**src/rtl/ysyx_23060184_exu_mdu.sv**
```systemverilog
// Iterative RV-M mul/div: XLEN+1 cycles accept-to-valid, 1 cycle for divide special cases; holds DONE until out_ready.
// Optional YSYX_23060184_MDU_EARLY_OUT_EN: multiplies retire once the remaining multiplier bits are zero.
module ysyx_23060184_exu_mdu #(
  parameter int XLEN  = 32,
  parameter int TAG_W = 5,
  parameter int CNT_W = 6
) (
  input  logic             clk,
  input  logic             rstn,
  input  logic             flush,
  input  logic             in_valid,
  output logic             in_ready,
  input  logic [2:0]       in_op,
  input  logic [XLEN-1:0]  in_a,
  input  logic [XLEN-1:0]  in_b,
  input  logic [TAG_W-1:0] in_tag,
  output logic             out_valid,
  input  logic             out_ready,
  output logic [XLEN-1:0]  out_result,
  output logic [TAG_W-1:0] out_tag,
  output logic             busy
);

  typedef enum logic [1:0] {S_IDLE, S_BUSY, S_DONE} state_t;

  localparam logic [XLEN-1:0] MOST_NEG = {1'b1, {(XLEN-1){1'b0}}};

  state_t             r_state, w_state_nxt;
  logic [CNT_W-1:0]   r_cnt;
  logic [2:0]         r_op;
  logic               r_neg;
  logic [2*XLEN-1:0]  r_acc;
  logic [2*XLEN-1:0]  r_x;
  logic [XLEN-1:0]    r_y;
  logic [XLEN-1:0]    r_result;
  logic [TAG_W-1:0]   r_tag;

  logic               w_accept, w_is_div, w_a_sgn, w_b_sgn, w_a_neg, w_b_neg;
  logic               w_b_zero, w_ovf, w_special, w_last;
  logic [XLEN-1:0]    w_a_mag, w_b_mag, w_spec_res;

  assign w_accept = (r_state == S_IDLE) && in_valid && !flush;
  assign w_is_div = in_op[2];
  assign w_a_sgn  = (in_op == 3'd1) || (in_op == 3'd2) || (in_op == 3'd4) || (in_op == 3'd6);
  assign w_b_sgn  = (in_op == 3'd1) || (in_op == 3'd4) || (in_op == 3'd6);
  assign w_a_neg  = w_a_sgn && in_a[XLEN-1];
  assign w_b_neg  = w_b_sgn && in_b[XLEN-1];
  assign w_a_mag  = w_a_neg ? -in_a : in_a;
  assign w_b_mag  = w_b_neg ? -in_b : in_b;
  assign w_b_zero = (in_b == '0);
  assign w_ovf    = ((in_op == 3'd4) || (in_op == 3'd6)) && (in_a == MOST_NEG) && (&in_b);

  // in_op[1] distinguishes REM/REMU from DIV/DIVU among divides
  always_comb begin
    w_special  = 1'b0;
    w_spec_res = '0;
    if (w_is_div) begin
      if (w_b_zero) begin
        w_special  = 1'b1;
        w_spec_res = in_op[1] ? in_a : '1;
      end else if (w_ovf) begin
        w_special  = 1'b1;
        w_spec_res = in_op[1] ? '0 : in_a;
      end
    end
`ifdef YSYX_23060184_MDU_EARLY_OUT_EN
    else if ((in_a == '0) || w_b_zero) begin
      w_special  = 1'b1;
      w_spec_res = '0;
    end
`endif
  end

  // Multiply step: multiplicand shifts left, multiplier shifts right
  logic [2*XLEN-1:0] w_mul_acc_nxt, w_prod;
  logic [XLEN-1:0]   w_mul_y_nxt, w_mul_res;
  assign w_mul_acc_nxt = r_y[0] ? (r_acc + r_x) : r_acc;
  assign w_mul_y_nxt   = r_y >> 1;
  assign w_prod        = r_neg ? -w_mul_acc_nxt : w_mul_acc_nxt;
  assign w_mul_res     = (r_op == 3'd0) ? w_prod[XLEN-1:0] : w_prod[2*XLEN-1:XLEN];

  // Restoring divide step: r_y holds dividend bits shifting out / quotient bits shifting in
  logic [XLEN:0]   w_div_sh, w_div_diff;
  logic            w_div_ge;
  logic [XLEN-1:0] w_rem_nxt, w_quo_nxt, w_div_raw, w_div_res, w_res;
  assign w_div_sh   = {r_acc[XLEN-1:0], r_y[XLEN-1]};
  assign w_div_diff = w_div_sh - {1'b0, r_x[XLEN-1:0]};
  assign w_div_ge   = !w_div_diff[XLEN];
  assign w_rem_nxt  = w_div_ge ? w_div_diff[XLEN-1:0] : w_div_sh[XLEN-1:0];
  assign w_quo_nxt  = {r_y[XLEN-2:0], w_div_ge};
  assign w_div_raw  = r_op[1] ? w_rem_nxt : w_quo_nxt;
  assign w_div_res  = r_neg ? -w_div_raw : w_div_raw;
  assign w_res      = r_op[2] ? w_div_res : w_mul_res;

`ifdef YSYX_23060184_MDU_EARLY_OUT_EN
  assign w_last = (r_cnt == CNT_W'(1)) || (!r_op[2] && (w_mul_y_nxt == '0));
`else
  assign w_last = (r_cnt == CNT_W'(1));
`endif

  always_comb begin
    w_state_nxt = r_state;
    in_ready    = 1'b0;
    out_valid   = 1'b0;
    busy        = 1'b0;
    case (r_state)
      S_IDLE: begin
        in_ready = 1'b1;
        if (in_valid) w_state_nxt = w_special ? S_DONE : S_BUSY;
      end
      S_BUSY: begin
        busy = 1'b1;
        if (w_last) w_state_nxt = S_DONE;
      end
      S_DONE: begin
        busy      = 1'b1;
        out_valid = 1'b1;
        if (out_ready) w_state_nxt = S_IDLE;
      end
      default: w_state_nxt = S_IDLE;
    endcase
    if (flush) w_state_nxt = S_IDLE;
  end

  always_ff @(posedge clk or negedge rstn) begin
    if (!rstn) begin
      r_state  <= S_IDLE;
      r_cnt    <= '0;
      r_op     <= '0;
      r_neg    <= 1'b0;
      r_acc    <= '0;
      r_x      <= '0;
      r_y      <= '0;
      r_result <= '0;
      r_tag    <= '0;
    end else begin
      r_state <= w_state_nxt;
      if (w_accept) begin
        r_op  <= in_op;
        r_tag <= in_tag;
        r_acc <= '0;
        r_neg <= (w_is_div && in_op[1]) ? w_a_neg : (w_a_neg ^ w_b_neg);
        if (w_is_div) begin
          r_x <= {{XLEN{1'b0}}, w_b_mag};
          r_y <= w_a_mag;
        end else begin
          r_x <= {{XLEN{1'b0}}, w_a_mag};
          r_y <= w_b_mag;
        end
        if (w_special) begin
          r_result <= w_spec_res;
          r_cnt    <= '0;
        end else begin
          r_cnt <= CNT_W'(XLEN);
        end
      end else if ((r_state == S_BUSY) && !flush) begin
        r_cnt <= w_last ? '0 : (r_cnt - CNT_W'(1));
        if (r_op[2]) begin
          r_acc <= {{XLEN{1'b0}}, w_rem_nxt};
          r_y   <= w_quo_nxt;
        end else begin
          r_acc <= w_mul_acc_nxt;
          r_x   <= r_x << 1;
          r_y   <= w_mul_y_nxt;
        end
        if (w_last) r_result <= w_res;
      end
    end
  end

  assign out_result = r_result;
  assign out_tag    = r_tag;

endmodule

```
**config.mk**
```make
export PLATFORM = sky130hd
export DESIGN_NAME = ysyx_23060184_exu_mdu
export DESIGN_NICKNAME = d
export VERILOG_FILES = /design/src/rtl/ysyx_23060184_exu_mdu.sv
export SDC_FILE = /design/constraint.sdc
export NUM_CORES = 1
export LEC_CHECK = 0
export BUFFER_PORTS_ARGS = -buffer_cell sky130_fd_sc_hd__clkbuf_2
export CORE_ASPECT_RATIO = 1.75
export CORE_MARGIN = 1
export CORE_UTILIZATION = 65
export CTS_BUF_LIST = sky130_fd_sc_hd__clkbuf_8
export CTS_CLUSTER_DIAMETER = 40
export DETAILED_ROUTE_END_ITERATION = 6
export PLACE_DENSITY = 0.92
export SLEW_MARGIN = 40
export SYNTH_ARGS = -nofsm -noshare
export SYNTH_HDL_FRONTEND = slang
export SYNTH_SLANG_ARGS = --single-unit
```
**constraint.sdc**
```tcl
create_clock -name clk -period 12.6 [get_ports clk]
set_input_delay 3.15 -clock clk [delete_from_list [all_inputs] [get_ports clk]]
set_output_delay 3.15 -clock clk [all_outputs]
set_load 0.02 [all_outputs]
```
==> results of run 1 <==
-- stage by stage --
step | hold WS, ps | cells | setup slack [ps]
3_5_place_dp | 462.8 | 3724 | 5984
4_1_cts | 478.6 | 3791 | 6171
2_1_floorplan | 462.8 | 3314 | 6609
3_3_place_gp | 457.1 | 3723 | 6166
-- metal layers --
metal,GRT usage [%],overflow
met1,65.09,0
met2,90.62,7
met3,32.17,0
met4,73.07,10
met5,2.632,0
-- logic make-up after synthesis --
logic type               count (synthesis)
multiplexers                           129
AND/OR/NAND/NOR                       1251
flip-flops                             209
AO/OA/AOI/OAI                         1161
buffers and inverters                  299
adder cells (fa/ha/maj)                107
XOR/XNOR                               158
-- synthesized netlist by cell type (all sizes together) (37+ instances only) --
master  number
inv         79
nor2       349
xor2        85
a211oi      86
nand4       68
nor4        37
clkbuf     173
o211ai      70
nand2      430
a22o        44
nand3       79
a21oi      318
nor3        93
xnor2       73
dfrtp      209
mux2i      109
buf         46
ha         105
a21o        55
o21ai      293
a31oi       43
==> results.toml, run 1 <==
[run_status]
status = "did not finish"
stop_stage = "5_1_grt"
stop_error = "[ERROR GRT-0116] Global routing finished with congestion. Check the congestion regions in the DRC Viewer."

[place]
dp_hpwl_mm = 84.42
port_buffers = 116
placed_area_sq_mm = 0.02459
globalplace.congestion = 1.191

[synthesis]
synth_mux_area_share_pct = 5.529
avgSynthCellArea_sq_um = 7.184
yosysUniqueCellTypes = 101
synth_adder_area_share_pct = 5.686
syn-num-nets = 3498
syn-instance-count = 3314
ys_seq_area_share_pct = 21.97
async_flop_share_pct = 100.0
ys.flop_type = "dfrtp_1"
yosysTopAreaCell = "dfrtp_1"
synth_top_family_by_area = "compound AO/OA/AOI/OAI gates"
synth_area_sq_mm = 0.02381
yosys.area_share.simple_pct = 24.58
synth-seq-cells = 209
ys_warn_count = 0
synth_area_leaders = "dfrtp_1 (22%), nand2_1 (6.8%), a21oi_1 (6.6%)"
synth_compound_area_share_pct = 31.59
synth_top_area_share_pct = 21.97
synth_xor_area_share_pct = 5.812
synth-edff-count = 0

[cts]
cts_made_buffers = 39
clk_path_buf_depth = 3
cts_setup_buffers = 0
cts_resized = 0
root_buffer = "clkbuf_8"
clock_sinks = 209
cts_max_level = 2
hold_buffers = 0

[global_routing]
grt_max_degree = 98
track_usage_pct = 64.44
grt_pass1_wl_mm = 182.5
grt-ovfl-total = 17
grt_pass1_vias = 28770

[die]
chipHeight_um = 255.2
die_x_um = 146.7
pin_count = 117
initial_utilization_pct = 66.08
rows = 92
==> run 2, diff against run 1 <==
CORE_ASPECT_RATIO = unset   (was 1.75)
CORE_UTILIZATION = 40   (was 65)
CTS_BUF_LIST = unset   (was sky130_fd_sc_hd__clkbuf_8)
CTS_CLUSTER_DIAMETER = unset   (was 40)
PLACE_DENSITY = unset   (was 0.92)
PLACE_DENSITY_LB_ADDON = 0.15   (was unset)
==> run 2 against run 1 <==
  * The flow now finishes without violations
  * Synthesized area stayed put
  * Synthesized cell count stayed put
==> results.toml, run 2 <==
[run_status]
status = "finished, final reports clean"

[sta]
grt_setup_unrepaired = "no"
relSlewSlack_pct = 33.40
tightest_slew_ps = 989.9
setup_viol = 0
min_period_ps = 6812
maxSlewViolCount = 0
fmax_mhz = 146.8
layout_setup_ws_ps = 5788
final_hold_viol_count = 0
skew_ps = 29.24
finalCritPeriodShare_pct = 54.07
finalSetupTns_ps = 0
hold_slack_ps = 490.1

[routing]
drc = 0
antenna_left = 0
drt_iter0_markers = 3041
routed_via_density = 6.592
wire_per_inst_um = 28.22
wl_mm = 115.1
first_pass_iters = 6
vias = 26890

[setup_path]
crit_arrival_ps = 7290
path_max_fanout = 39
reg2reg_setup_slack_ps = 5790
r2r_start = "r_x[23]$_DFFE_PN0P_"
worstPathRequired_ps = 13080
critical_path_class = "reg2reg"
r2r_end = "out_result[20]$_DFFE_PN0P_"
worstSetupStartpointType = "flip-flop"
critPathCaptureType = "flip-flop"
r2r_cells = 18
startpoint = "r_x[23]$_DFFE_PN0P_"

[synthesis]
ys_seq_area_share_pct = 21.97
yosysUniqueCellTypes = 101
avgSynthCellArea_sq_um = 7.184
post_synth_most_frequent_cells = "nand2_1 (430), nor2_1 (348), a21oi_1 (313)"
synth-seq-cells = 209
synth_area_leaders = "dfrtp_1 (22%), nand2_1 (6.8%), a21oi_1 (6.6%)"
syn-instance-count = 3314
yosysMostFrequentCell = "nand2_1"
async_flop_share_pct = 100.0
synth_area_sq_mm = 0.02381
yosysTopAreaCell = "dfrtp_1"
synth_top_area_share_pct = 21.97
ys.flop_type = "dfrtp_1"
synth-edff-count = 0
ys_warn_count = 0
syn-num-nets = 3498

[place]
port_buffers = 116
globalplace.congestion = 0.9707
place_ws_ps = 5785
dp_hpwl_mm = 90.10

[die]
design.die.area_sq_mm = 0.06050
die_x_um = 246.0
rows = 89
coreArea_sq_mm = 0.05891
chipHeight_um = 246.0
pin_count = 117
initial_utilization_pct = 40.42

[pwr]
combPwrFrac_pct = 70.7
swShare_pct = 59.95
seq_power_share_pct = 17.5
p_switching_uw = 4211
ir_drop_mv = 0.1242
power_uw = 7023
intPower_uw = 2813
p_leak_uw = 0.01097
p_per_area_mw_per_mm2 = 270.7
clockPowerShare_pct = 11.8

[global_routing]
grt_pass1_vias = 24630
grt_pass1_wl_mm = 167.2
grt-ovfl-total = 0
track_usage_pct = 37.01
grt_use_met2_pct = 57.59
grtUsageMet1_pct = 48.39
gr-max-usage-layer = "met2"
antenna_found_initial = 0
grt_max_degree = 98
grtUsageMet3_pct = 5.642

[hold_path]
min_to = "out_tag[3]$_DFFE_PN0P_"
hold_path_class = "reg2reg"
holdCritStartpoint = "out_tag[3]$_DFFE_PN0P_"
hold_depth = 2

[cts]
cts_made_buffers = 27
cts_resized = 0
cts_max_level = 1
cts_setup_buffers = 0
clock_sinks = 209
clk_path_buf_depth = 3
root_buffer = "clkbuf_16"
clk_latency_ps = 600
tritoncts = "built"
hold_buffers = 0
clkTransAtPathRegs_ps = 70

[cells_and_area]
final_util_pct = 44.04
reg_top3 = "r_acc (64), r_x (64)"
area_growth_pct = 8.960
mostFrequentLayoutCell = "nand2_1"
fin_nets = 3469
drive_gt1_share_pct = 9.531
mostFrequentLayoutCells = "nand2_1 (429), nor2_1 (345), a21oi_1 (311), o21ai_0 (278), dfrtp_1 (205)"

[job]
maxCapViolCount = 0
run 2: cell counts after synthesis:
No cell type changed its count.
run 2: layout make-up:
class	instances	area [sq um]
fillers	6111	32970
multi-input cells	2806	17550
flip-flops and latches	209	5240
well taps	773	967.2
repair buffers	161	957.2
clock buffers	37	783.3
inverters	80	300.3
clock inverters	12	133.9
diodes	2	5.005
run 2: worst max-delay path, cell delays in order, from the launching register on:
cell and delay [ps]:
dfrtp_1 580, inv_1 270, ha_1 440, a21oi_1 290, o21ai_0 140, a21o_1 230, a2111oi_2 510, a21boi_2 690
xnor2_2 350, buf_4 570, nor2_1 100, a21oi_1 420, ha_1 320, o221a_2 280, nand4_1 300, o31ai_1 380
xor2_1 290, a21oi_1 170, a211o_1 340
run 2: cell families after synthesis:
kind of cell / Yosys count / synth area share (%)
buffers and inverters: 299 / 4.835
multiplexers: 129 / 5.529
AO/OA/AOI/OAI: 1161 / 31.59
flip-flops: 209 / 21.97
XOR/XNOR: 158 / 5.812
adder cells (fa/ha/maj): 107 / 5.686
AND/OR/NAND/NOR: 1251 / 24.58
run 2: per-stage QoR:
| step | std cells | instance area (sq um) |
|---|---|---|
| floorplan | 3314 | 23810 |
| global placement | 4029 | 24930 |
| detailed placement | 4029 | 25000 |
| CTS | 4078 | 25920 |
| global route | 4078 | 25940 |
| finish | 4080 | 25940 |
run 2: how the worst max path moves through the flow:
stage                                       to  slack (ps)
floorplan           out_result[26]$_DFFE_PN0P_        6610
global placement    out_result[29]$_DFFE_PN0P_        5660
detailed placement          r_x[4]$_DFFE_PN0P_        5780
CTS                 out_result[20]$_DFFE_PN0P_        5930
global route        out_result[20]$_DFFE_PN0P_        5600
finish              out_result[20]$_DFFE_PN0P_        5790
run 2: power by group through the flow:
stage	Sequential, uW	Combinational (uW)	Clock, uW
2_1_floorplan	993	3170	0
5_1_grt	1230	5250	860
3_3_place_gp	1210	4750	0
6_report	1230	4970	827
4_1_cts	1200	4830	837
3_5_place_dp	1210	4800	0
run 2: per-layer routing:
layer  vias up  wire length, um
li1      12220                -
met1     13130            47690
met2      1274            51000
met3       275             8671
met4         0             7785
met5         -                0
Note: power is estimated with default switching activity, not from simulation.
